## src/rtl/fifo_rd_ctrl.sv

```systemverilog
// Read-side controller for an 8-deep synchronous FIFO: pops words, absorbs the
// FIFO's registered read latency in a 2-entry buffer and serves a valid/ready stream.
module fifo_rd_ctrl #(
  parameter int DWIDTH = 8,
  parameter int CNTW   = 16
) (
  input  logic              clk,
  input  logic              rst,
  input  logic              fifo_empty,
  input  logic [DWIDTH-1:0] fifo_dout,
  output logic              fifo_rd,
  output logic              m_valid,
  output logic [DWIDTH-1:0] m_data,
  input  logic              m_ready,
  input  logic              flush,
  output logic [CNTW-1:0]   word_cnt
);

  logic [1:0]        occ_q, occ_d;
  logic              inflight_q, inflight_d;
  logic [DWIDTH-1:0] buf0_q, buf0_d;
  logic [DWIDTH-1:0] buf1_q, buf1_d;
  logic [CNTW-1:0]   word_cnt_q, word_cnt_d;

  logic              xfer;
  logic [1:0]        occ_after_pop;
  logic [2:0]        occ_sum;

  // NOTE: every always_comb output gets a default before any branch so no latch is inferred.
  always_comb begin
    m_valid       = (occ_q != 2'd0) & ~flush;
    xfer          = m_valid & m_ready;
    occ_sum       = {1'b0, occ_q} + {2'b00, inflight_q} - {2'b00, xfer};
    occ_after_pop = occ_q - {1'b0, xfer};

    // m_ready feeds fifo_rd combinationally so a pop can refill the slot freed this cycle.
    fifo_rd    = ~rst & ~flush & ~fifo_empty & (occ_sum < 3'd2);
    inflight_d = fifo_rd & ~fifo_empty & ~flush;

    buf0_d     = buf0_q;
    buf1_d     = buf1_q;
    occ_d      = occ_sum[1:0];
    word_cnt_d = word_cnt_q + CNTW'(xfer);

    if (xfer) begin
      buf0_d = buf1_q;
    end

    // The arriving word lands in the first slot still free after this cycle's pop.
    if (inflight_q) begin
      if (occ_after_pop == 2'd0) begin
        buf0_d = fifo_dout;
      end else begin
        buf1_d = fifo_dout;
      end
    end

    if (flush) begin
      occ_d  = 2'd0;
      buf0_d = buf0_q;
      buf1_d = buf1_q;
    end
  end

  // NOTE: sequential state uses non-blocking assignments so every flop samples pre-edge values.
  always_ff @(posedge clk) begin
    if (rst) begin
      occ_q      <= 2'd0;
      inflight_q <= 1'b0;
      // NOTE: the data buffers are reset too, because m_data must read 0 out of reset.
      buf0_q     <= '0;
      buf1_q     <= '0;
      word_cnt_q <= '0;
    end else begin
      occ_q      <= occ_d;
      inflight_q <= inflight_d;
      buf0_q     <= buf0_d;
      buf1_q     <= buf1_d;
      word_cnt_q <= word_cnt_d;
    end
  end

  // The read-issue rule bounds occupancy at 2; reaching 3 would mean a lost word.
  always_ff @(posedge clk) begin
    if (!rst) begin
      assert (occ_sum <= 3'd2);
    end
  end

  assign m_data   = buf0_q;
  assign word_cnt = word_cnt_q;

endmodule

```

## config.mk

```make
export PLATFORM = sky130hd
export DESIGN_NAME = fifo_rd_ctrl
export DESIGN_NICKNAME = d
export VERILOG_FILES = /design/src/rtl/fifo_rd_ctrl.sv
export SDC_FILE = /design/constraint.sdc
export NUM_CORES = 1
export LEC_CHECK = 0
export CORE_MARGIN = 1
export CORE_UTILIZATION = 32
export DETAILED_ROUTE_END_ITERATION = 8
export GPL_ROUTABILITY_DRIVEN = 0
export HOLD_SLACK_MARGIN = 0.08
export PLACE_DENSITY_LB_ADDON = 0.08
export SLEW_MARGIN = 10
export SYNTH_ARGS = -nofsm -noshare
export SYNTH_HDL_FRONTEND = slang
export SYNTH_SLANG_ARGS = --single-unit
```

## constraint.sdc

```tcl
create_clock -name clk -period 3.1 [get_ports clk]
set_input_delay 0.775 -clock clk [delete_from_list [all_inputs] [get_ports clk]]
set_output_delay 0.775 -clock clk [all_outputs]
set_load 0.1 [all_outputs]
```

==> impl_results.md, run 1 <==
* Cell internal power dissipation at roughly 650 µW
* Number of antenna-violating nets in the routed design at 0
* Iteration-0 DRC Markers at 62
* Input/output buffers at 38
* Number of buffers created by CTS at 5
* Row count at 25
* EDFF count, synth at 0
* Worst hold path class: reg2reg
* Fill cell count at just under 500
* Run status: complete, but fails checks
* Failing checks: setup timing
* Worst IR drop on VDD at 0.247 mV
* Unrepaired setup endpoints after global routing: true
* Top-Level Pins at 39
* Minimum clock period after layout at 3430 ps
* Diode count at 0
* Stage delay of the slowest cell on the critical path at between 300 and 400 ps
* Die Span X at 72.9 µm
* Logic depth of the worst register-to-register path at 10
* Synth area leader: sky130_fd_sc_hd__dfxtp_1
* Max-capacitance violation count at 0
* Post-route insts no fill at slightly below 300
* Maximum level of the CTS H-tree at 2
* Top delay family on crit path: adder cells
* Seq pwr share at just over 50%
* Fraction of registers with async set/reset at 0%
* Instance count of the mapped netlist at 173
* Share of power burned in the clock network at 35.9%
* Count of state elements after synthesis at 35
* Beginning of the critical path: m_ready
* Leakage at 0.000964 µW
* Worst Setup Path Type: in2out
* Grt ovf at 0
* Pwr per Cell Area at between 400 and 500 nW/µm²
* Fin. Hold Viols at 0
* Multi-input gate area in the final layout at 871 µm²
* Library cell contributing the largest single delay on the critical path: sky130_fd_sc_hd__fa_2
* Relative contribution of combinational cells to total power at roughly an eighth
* Startpoint of the worst register-to-register path: occ_q[1]$_SDFF_PP0_
* Commonest register cell after synthesis: sky130_fd_sc_hd__dfxtp_1
* Post-synthesis net count at between 150 and 200
* Power spent charging and discharging nets at 242 µW
* Clock Sink Count at 35
* Commonest cells after routing, fill and taps aside: sky130_fd_sc_hd__dfxtp_1, sky130_fd_sc_hd__buf_4, sky130_fd_sc_hd__nor2_1, sky130_fd_sc_hd__nand2_1, sky130_fd_sc_hd__inv_1
* Worst slack on hold paths at 502 ps
* Buffer levels on the longest clock path at 2
* Average footprint of a synthesized cell at 9.30 µm²
* Die Area at 5320 µm²
* Worst hold stages at 2
* Total setup violations reported at the end of the flow at 1
* Cell count along the critical path at 10
* Pins over their slew limit at 0
* CTS Root Cell: sky130_fd_sc_hd__clkbuf_8
* Count of placed standard cells including taps at 279
* Worst setup skew after layout at 4.29 ps
* GRT Total Usage at 15.6%
* Number of antenna violations at the first check in global routing at 0
* Cell seen most often among critical-path stages: sky130_fd_sc_hd__ha_4
* WL per Instance at 12.9 µm
* Wire length reported by the detailed router at ~3700 µm
* Switching Fraction at between 20% and 30%
* Data required time of the critical path at 2320 ps
* Sequential cell area fraction in the yosys report at between 40 and 50%
* Worst max-slew margin expressed relative to the limit at 31.4%
* Register area at 701 µm²
* Residual DRC count at 0
* Detail Placement HPWL at 2610 µm
* Critical path fanouts, max at 2
* Clk pin slew, worst setup/hold paths at 70 ps
* Clk Latency, worst-skew pair at 290 ps
* Period utilization at 111%
* Worst Min Path Start: word_cnt[15]$_SDFF_PP0_
* Die H at 72.9 µm
* Data arrival at the endpoint of the critical path at approximately 2700 ps
* Setup slack after layout at -333 ps
* Global-route wire length before repair at 6280 µm
* Top cell type's share of synthesized area at 43.5%
* Setup crit start kind: input port
* CP Capture Type: output pin
* Cell types with the largest area share after synthesis: sky130_fd_sc_hd__dfxtp_1, sky130_fd_sc_hd__mux2i_1, sky130_fd_sc_hd__xor2_1, sky130_fd_sc_hd__nor2_1, sky130_fd_sc_hd__o221ai_1
* Post-synthesis instance area at between 1500 and 2000 µm²
* Largest net degree at the start of global routing at 35
* Layout cell share with drive strength beyond 1 at 25.7%
* Net count of the finished layout at 239
* Cell variety after synth at 37
* Count of vias placed by the detailed router at between 1k and 1.5k
* Core ar. at 4790 µm²
* Layout overhead on the synthesized area at 37.2%
* Buffers and inverters on the worst path at 3
* Critical-path cell list: buf_6, and2b_1, and2_4, ha_4, inv_2, ha_4, fa_2, xnor2_2, nor4b_4, buf_12
* Via density per instance at between 4 and 5
* Slew @ Worst Pin at 1030 ps
* TritonCTS clock tree: yes
* Effective utilization at floorplan at between 30% and 40%
* Detailed Routing Iterations Pass 1 at 4
* Via count of the first global-routing pass at ~1.4k
* Yosys warns at 0
* Maximum clock rate at 291 MHz
==> layer usage <==
layer	part of all wire (%)	global-route usage, %	wire (µm)	vias to the layer above
li1	-	-	-	700
met1	44	19.0	1650	666
met2	50	25.9	1860	32
met3	4.2	4.14	157	7
met4	1.7	7.19	65	0
met5	0	0	0	-
==> final timing paths <==
kind,to,slack (ps)
worst max-delay path,fifo_rd,-330
worst min register to register,word_cnt[15]$_SDFF_PP0_,500
worst max register to register,word_cnt[8]$_SDFF_PP0_,990
worst min-delay path,word_cnt[15]$_SDFF_PP0_,500
==> cell type report <==
| class | count | share of cell area [%] |
|---|---|---|
| Sequential cell | 35 | 31.7 |
| Inverter | 12 | 2.04 |
| Tap cell | 67 | 3.80 |
| Timing Repair Buffer | 49 | 19.3 |
| Clock buffer | 7 | 3.46 |
| Clock inverter | 1 | 0.227 |
| Multi-Input combinational cell | 118 | 39.5 |
==> worst reg2reg max path, delay by kind of cell, from the launching register on <==
family | cells | cell delay (ps)
adder cells (fa/ha/maj) | 2 | 430
buffers and inverters | 2 | 250
XOR/XNOR | 1 | 150
flip-flops | 1 | 310
AND/OR/NAND/NOR | 5 | 870
==> repair_timing <==
item                                    4_1_cts  5_1_grt
endpoints found under the setup margin        1        1
hold endpoints to repair                      0        0
setup buffers                                 2        0
pin swaps                                     5        0
hold buffers                                  0        0
gates resized for setup                       8        0
==> power by group through the flow <==
| stage | logic [µW] | registers (µW) | clock network (µW) |
|---|---|---|---|
| after floorplan | 37.8 | 504 | 0 |
| after global placement | 111 | 470 | 0 |
| after detailed placement | 113 | 470 | 0 |
| after CTS | 115 | 460 | 336 |
| after global routing | 121 | 461 | 354 |
| final | 115 | 460 | 322 |
==> state kept, by name, summed over array words and instances, names as in the netlist <==
| register | cells |
|---|---|
| word_cnt | 16 |
| buf1_q | 8 |
| m_data | 8 |
| occ_q | 2 |
| inflight_q | 1 |
==> per-stage QoR <==
| stage | power (µW) | area (µm²) | setup TNS [ps] | utilization, % | setup slack [ps] |
|---|---|---|---|---|---|
| 6_report | 897 | 2210 | -333 | 46.1 | -333 |
| 3_5_place_dp | 584 | 2110 | -809 | 44.1 | -809 |
| 2_1_floorplan | 542 | 1660 | -850 | - | -850 |
| 3_3_place_gp | 581 | 2110 | -751 | 44.1 | -751 |
| 5_1_grt | 936 | 2210 | -390 | 46.1 | -390 |
| 4_1_cts | 911 | 2210 | -345 | 46.1 | -345 |
==> cells by family after synthesis <==
| logic type | synth area share (%) |
|---|---|
| flip-flops | 43.5 |
| buffers and inverters | 5.60 |
| multiplexers | 4.98 |
| AO/OA/AOI/OAI | 12.7 |
| XOR/XNOR | 6.53 |
| adder cells (fa/ha/maj) | 4.35 |
| AND/OR/NAND/NOR | 22.3 |
==> synth_stat cells (2+ instances only) <==
cell type	n
sky130_fd_sc_hd__dfxtp_1	35
sky130_fd_sc_hd__nor2_1	20
sky130_fd_sc_hd__nand2_1	13
sky130_fd_sc_hd__inv_1	12
sky130_fd_sc_hd__xor2_1	9
sky130_fd_sc_hd__mux2i_1	8
sky130_fd_sc_hd__a22oi_1	7
sky130_fd_sc_hd__o221ai_1	7
sky130_fd_sc_hd__a21oi_1	5
sky130_fd_sc_hd__and2_1	4
sky130_fd_sc_hd__buf_2	4
sky130_fd_sc_hd__ha_1	4
sky130_fd_sc_hd__nand3_1	4
sky130_fd_sc_hd__nand4_1	4
sky130_fd_sc_hd__nor2b_1	4
sky130_fd_sc_hd__o21ai_0	4
sky130_fd_sc_hd__or3_1	3
sky130_fd_sc_hd__xnor2_1	3
sky130_fd_sc_hd__and4_4	2
sky130_fd_sc_hd__buf_1	2
sky130_fd_sc_hd__nand2b_1	2
sky130_fd_sc_hd__nor4b_1	2
Note: power is estimated with default switching activity, not from simulation.
==> run 2: changes to the inputs <==
CORE_UTILIZATION = 44   (was 32)
MAX_ROUTING_LAYER = met4   (was default)
==> impl_results.md, run 2 (synthesized netlist as in run 1, its figures left out) <==
* Worst setup skew after layout at ~3.4 ps
* Post-route cell area at 2160 µm²
* TritonCTS clock tree: yes
* CP Capture Type: output pin
* Net count of the finished layout at 240
* Die H at 62.5 µm
* Post-place setup slack at -797 ps
* Layout overhead on the synthesized area at 34.4%
* CTS Root Cell: sky130_fd_sc_hd__clkbuf_4
* Library cell contributing the largest single delay on the critical path: sky130_fd_sc_hd__fa_2
* Input/output buffers at 38
* Stage delay of the slowest cell on the critical path at 360 ps
* Failing checks: setup timing
* Data required time of the critical path at between 2000 and 2500 ps
* Commonest cells after routing, fill and taps aside: sky130_fd_sc_hd__buf_4, sky130_fd_sc_hd__dfxtp_1, sky130_fd_sc_hd__nor2_1, sky130_fd_sc_hd__nand2_1, sky130_fd_sc_hd__inv_1
* Worst hold path class: reg2reg
* Layout cell share with drive strength beyond 1 at 26.6%
* Clk pin slew, worst setup/hold paths at around 100 ps
* Leading cell type in the layout, fill and taps excluded: sky130_fd_sc_hd__buf_4
* Maximum level of the CTS H-tree at 2
* Worst IR drop on VDD at 0.283 mV
* Slew @ Worst Pin at 993 ps
* Number of buffers created by CTS at 5
* Critical path fanouts, max at 2
* Unrepaired setup endpoints after global routing: true
* Grt ovf at 0
* Via density per instance at 5.20
* Setup slack after layout at -349 ps
* Number of hold buffers added after cts at 0
* Max FFs per register at 16
* Number of antenna violations at the first check in global routing at 0
* Pins over their slew limit at 0
* Buffer levels on the longest clock path at 2
* Detail Placement HPWL at 2520 µm
* Iteration-0 DRC Markers at 108
* Setup crit start kind: input port
* Count of placed standard cells including taps at 259
* Detailed Routing Iterations Pass 1 at 4
* Die Span X at approximately 62 µm
* Via count of the first global-routing pass at 1384
* Clock Sink Count at 35
* Fill cell count at 300
* Residual DRC count at 0
* Run status: complete, but fails checks
* Worst Setup Path Type: in2out
* Clk Latency, worst-skew pair at 330 ps
* Period utilization at 111%
* Row count at 21
* GRT Total Usage at 20.8%
* Top-Level Pins at 39
* Fin. Hold Viols at 0
* Die Area at 3900 µm²
* Max-capacitance violation count at 0
* Cell seen most often among critical-path stages: sky130_fd_sc_hd__ha_4
* Maximum clock rate at just under 300 MHz
* Leakage at slightly below 0.001 µW
* Minimum clock period after layout at 3450 ps
* Count of vias placed by the detailed router at 1393
* Post-route insts no fill at 268
* Critical-path cell list: buf_6, and2b_1, and2_4, ha_4, inv_2, ha_4, fa_2, xnor2_2, nor4b_4, buf_12
* Effective utilization at floorplan at 47.1%
* Diode count at 0
* Buffers and inverters on the worst path at 3
* Number of antenna-violating nets in the routed design at 0
* Largest net degree at the start of global routing at 35
* Instance area at placement at 2090 µm²
* Wire length reported by the detailed router at ~3500 µm
* WL per Instance at 13.1 µm
* Data arrival at the endpoint of the critical path at 2670 ps
* Post-layout total power at just over 800 µW
* Total setup violations reported at the end of the flow at 1
* Worst max-slew margin expressed relative to the limit at 33.7%
* Global-route wire length before repair at just over 6000 µm
* Core ar. at 3420 µm²
* Top delay family on crit path: adder cells
* Pwr per Cell Area at 382 nW/µm²
* TNS Setup at -349 ps
-- run 2: layer usage --
metal / share of wire, % / GRT usage [%] / wire [µm]
met5: 0 / - / 0
met4: 0.37 / 6.10 / 13
met3: 4.8 / 6.75 / 169
met2: 50 / 35.2 / 1770
met1: 44 / 23.2 / 1560
-- run 2: final timing paths --
path                               start                     end  slack (ps)  cells after the start
hold / removal    buf1_q[3]$_SDFFE_PP0P_  buf1_q[3]$_SDFFE_PP0P_         510                      2
hold reg to reg   buf1_q[3]$_SDFFE_PP0P_  buf1_q[3]$_SDFFE_PP0P_         510                      2
setup / recovery                 m_ready                 fifo_rd        -350                     10
setup reg to reg     occ_q[1]$_SDFF_PP0_   inflight_q$_SDFF_PP0_         930                      8
-- run 2: repair_timing --
action                                  in CTS  in global routing
pin swaps                                    5                  0
cloned                                       0                  0
buffers inserted                             2                  0
resized for setup                           10                  0
endpoints found under the setup margin       1                  1
-- run 2: layout make-up --
class                      count  area (µm²)  area share [%]
multi-input combinational    118         871            40.3
clock buffer                   6        51.3            2.37
clock inverter                 1        5.00           0.231
timing repair buffer          50         433            20.0
tap                           46        57.6            2.66
sequential                    35         701            32.4
inverter                      12        45.0            2.08
-- run 2: report_power, final --
group	total, µW	switching [µW]	internal, µW	leakage (µW)
clock network	251	146	105	0.0000341
registers	460	4.49	455	0.000282
logic	115	72.7	42.0	0.000645
-- run 2: stage by stage --
stage	hold WS (ps)	util, %
after floorplan	463	-
after global placement	471	61.2
after detailed placement	487	61.2
after CTS	511	63.3
after global routing	541	63.3
final	507	63.3
-- run 2: tightest hold or removal path, cell delays in order, from the launching register on --
cell	delay, ps
sky130_fd_sc_hd__dfxtp_1	340
sky130_fd_sc_hd__mux2i_1	70
sky130_fd_sc_hd__nor2_1	70
==> run 3: changes to the inputs <==
CORE_UTILIZATION = 35   (was 44)
SETUP_SLACK_MARGIN = 0.3   (was default)
==> impl_results.md, run 3 (synthesized netlist as in run 1, its figures left out) <==
* Minimum clock period after layout at roughly 3400 ps
* Die Area at slightly below 5000 µm²
* Number of antenna violations at the first check in global routing at 0
* Post-layout total power at 932 µW
* Count of placed standard cells including taps at 263
* Die Span X at 69.8 µm
* Total setup violations reported at the end of the flow at 1
* Max-capacitance violation count at 0
* Number of buffers created by CTS at 5
* Leading cell type in the layout, fill and taps excluded: sky130_fd_sc_hd__dfxtp_1
* Residual DRC count at 0
* Layout overhead on the synthesized area at 37.0%
* Maximum level of the CTS H-tree at 2
* Layout cell share with drive strength beyond 1 at 26.2%
* Period utilization at 111%
* TritonCTS clock tree: yes
* Failing checks: setup timing
* Setup slack after layout at -348 ps
* Data arrival at the endpoint of the critical path at 2670 ps
* Slew @ Worst Pin at 1080 ps
* WL per Instance at around 14 µm
* Grt ovf at 0
* Count of vias placed by the detailed router at approximately 1.4k
* Via count of the first global-routing pass at 1417
* CTS Root Cell: sky130_fd_sc_hd__clkbuf_8
* Commonest cells after routing, fill and taps aside: sky130_fd_sc_hd__dfxtp_1, sky130_fd_sc_hd__buf_4, sky130_fd_sc_hd__nor2_1, sky130_fd_sc_hd__nand2_1, sky130_fd_sc_hd__inv_1
* Worst setup skew after layout at 6.03 ps
* Pins over their slew limit at 0
* Number of antenna-violating nets in the routed design at 0
* Input/output buffers at 38
* Unrepaired setup endpoints after global routing: true
* Detail Placement HPWL at 2730 µm
* Buffer levels on the longest clock path at 2
* Worst Setup Path Type: in2out
* Setup crit start kind: input port
* Maximum clock rate at 290 MHz
* Clock Sink Count at 35
* Max FFs per register at 16
* Detailed Routing Iterations Pass 1 at 4
* Row count at 24
* Register area at 701 µm²
* Global-route wire length before repair at ~6400 µm
* Worst hold path class: reg2reg
* Effective utilization at floorplan at 36.7%
* Worst max-slew margin expressed relative to the limit at 27.5%
* CP Capture Type: output pin
* Data required time of the critical path at 2320 ps
* TNS Setup at -348 ps
* Pwr per Cell Area at 423 nW/µm²
* Fin. Hold Viols at 0
* Diode count at 0
* Critical path fanouts, max at 2
* Multi-input gate area in the final layout at ~870 µm²
* Iteration-0 DRC Markers at 64
* Clk Latency, worst-skew pair at 280 ps
* Worst slack on hold paths at 495 ps
* Leakage at 0.000968 µW
* Post-route insts no fill at around 270
* Wire length reported by the detailed router at 3740 µm
* Core ar. at about 4400 µm²
* Fill cell count at around 400
* Largest net degree at the start of global routing at 35
* Worst IR drop on VDD at about 0.16 mV
* GRT Total Usage at 16.8%
* Run status: complete, but fails checks
* Final core occ at 50.3%
* Die H at 69.8 µm
* Top-Level Pins at 39
* Via density per instance at approximately 5.2
* Net count of the finished layout at 238
* Clk pin slew, worst setup/hold paths at roughly 60 ps
## run 3: repair_timing
item,CTS,global route
endpoints found under the setup margin,1,1
hold buffers,0,0
buffers inserted,2,0
pin swaps,5,0
gates resized for setup,11,0
## run 3: path summary, 6_finish.rpt
kind	startpoint	end	slack (ps)	cells past startpoint
max	m_ready	fifo_rd	-350	10
min	m_data[0]$_SDFFE_PP0N_	m_data[0]$_SDFFE_PP0N_	500	2
max reg2reg	occ_q[1]$_SDFF_PP0_	inflight_q$_SDFF_PP0_	1010	8
min reg2reg	m_data[0]$_SDFFE_PP0N_	m_data[0]$_SDFFE_PP0N_	500	2
## run 3: metrics by stage
step                      instance area [µm²]  setup slack [ps]
final                                    2200              -348
after CTS                                2200              -368
after global placement                   2080              -760
after detailed placement                 2080              -819
after floorplan                          1660              -850
after global routing                     2200              -418
## run 3: critical path, stage by stage
cell                      delay (ps)
sky130_fd_sc_hd__buf_6            90
sky130_fd_sc_hd__and2b_1         150
sky130_fd_sc_hd__and2_4          150
sky130_fd_sc_hd__ha_4            270
sky130_fd_sc_hd__inv_4            30
sky130_fd_sc_hd__ha_4            140
sky130_fd_sc_hd__fa_2            350
sky130_fd_sc_hd__xnor2_2         160
sky130_fd_sc_hd__nor4b_4         330
sky130_fd_sc_hd__buf_12          220
## run 3: area by class of cell
type                       count  area share (%)
multi-input combinational    118            39.6
sequential                    35            31.8
timing repair buffer          48            19.0
clock buffer                   8            4.54
tap                           52            2.95
inverter                      12            2.16
## run 3: per-layer routing
metal	track usage, %	wire (µm)	up-vias
met5	-	0	-
met4	5.11	40	0
met3	4.94	169	6
met2	28.0	1850	30
met1	19.5	1680	689
li1	-	-	698
## run 3: power by group
group	leakage, µW	internal (µW)	total [µW]	switching, µW
clock	0.0000515	203	357	154
combinational	0.000634	42.0	115	73.0
sequential	0.000282	456	460	4.51
total	0.000968	700	932	232
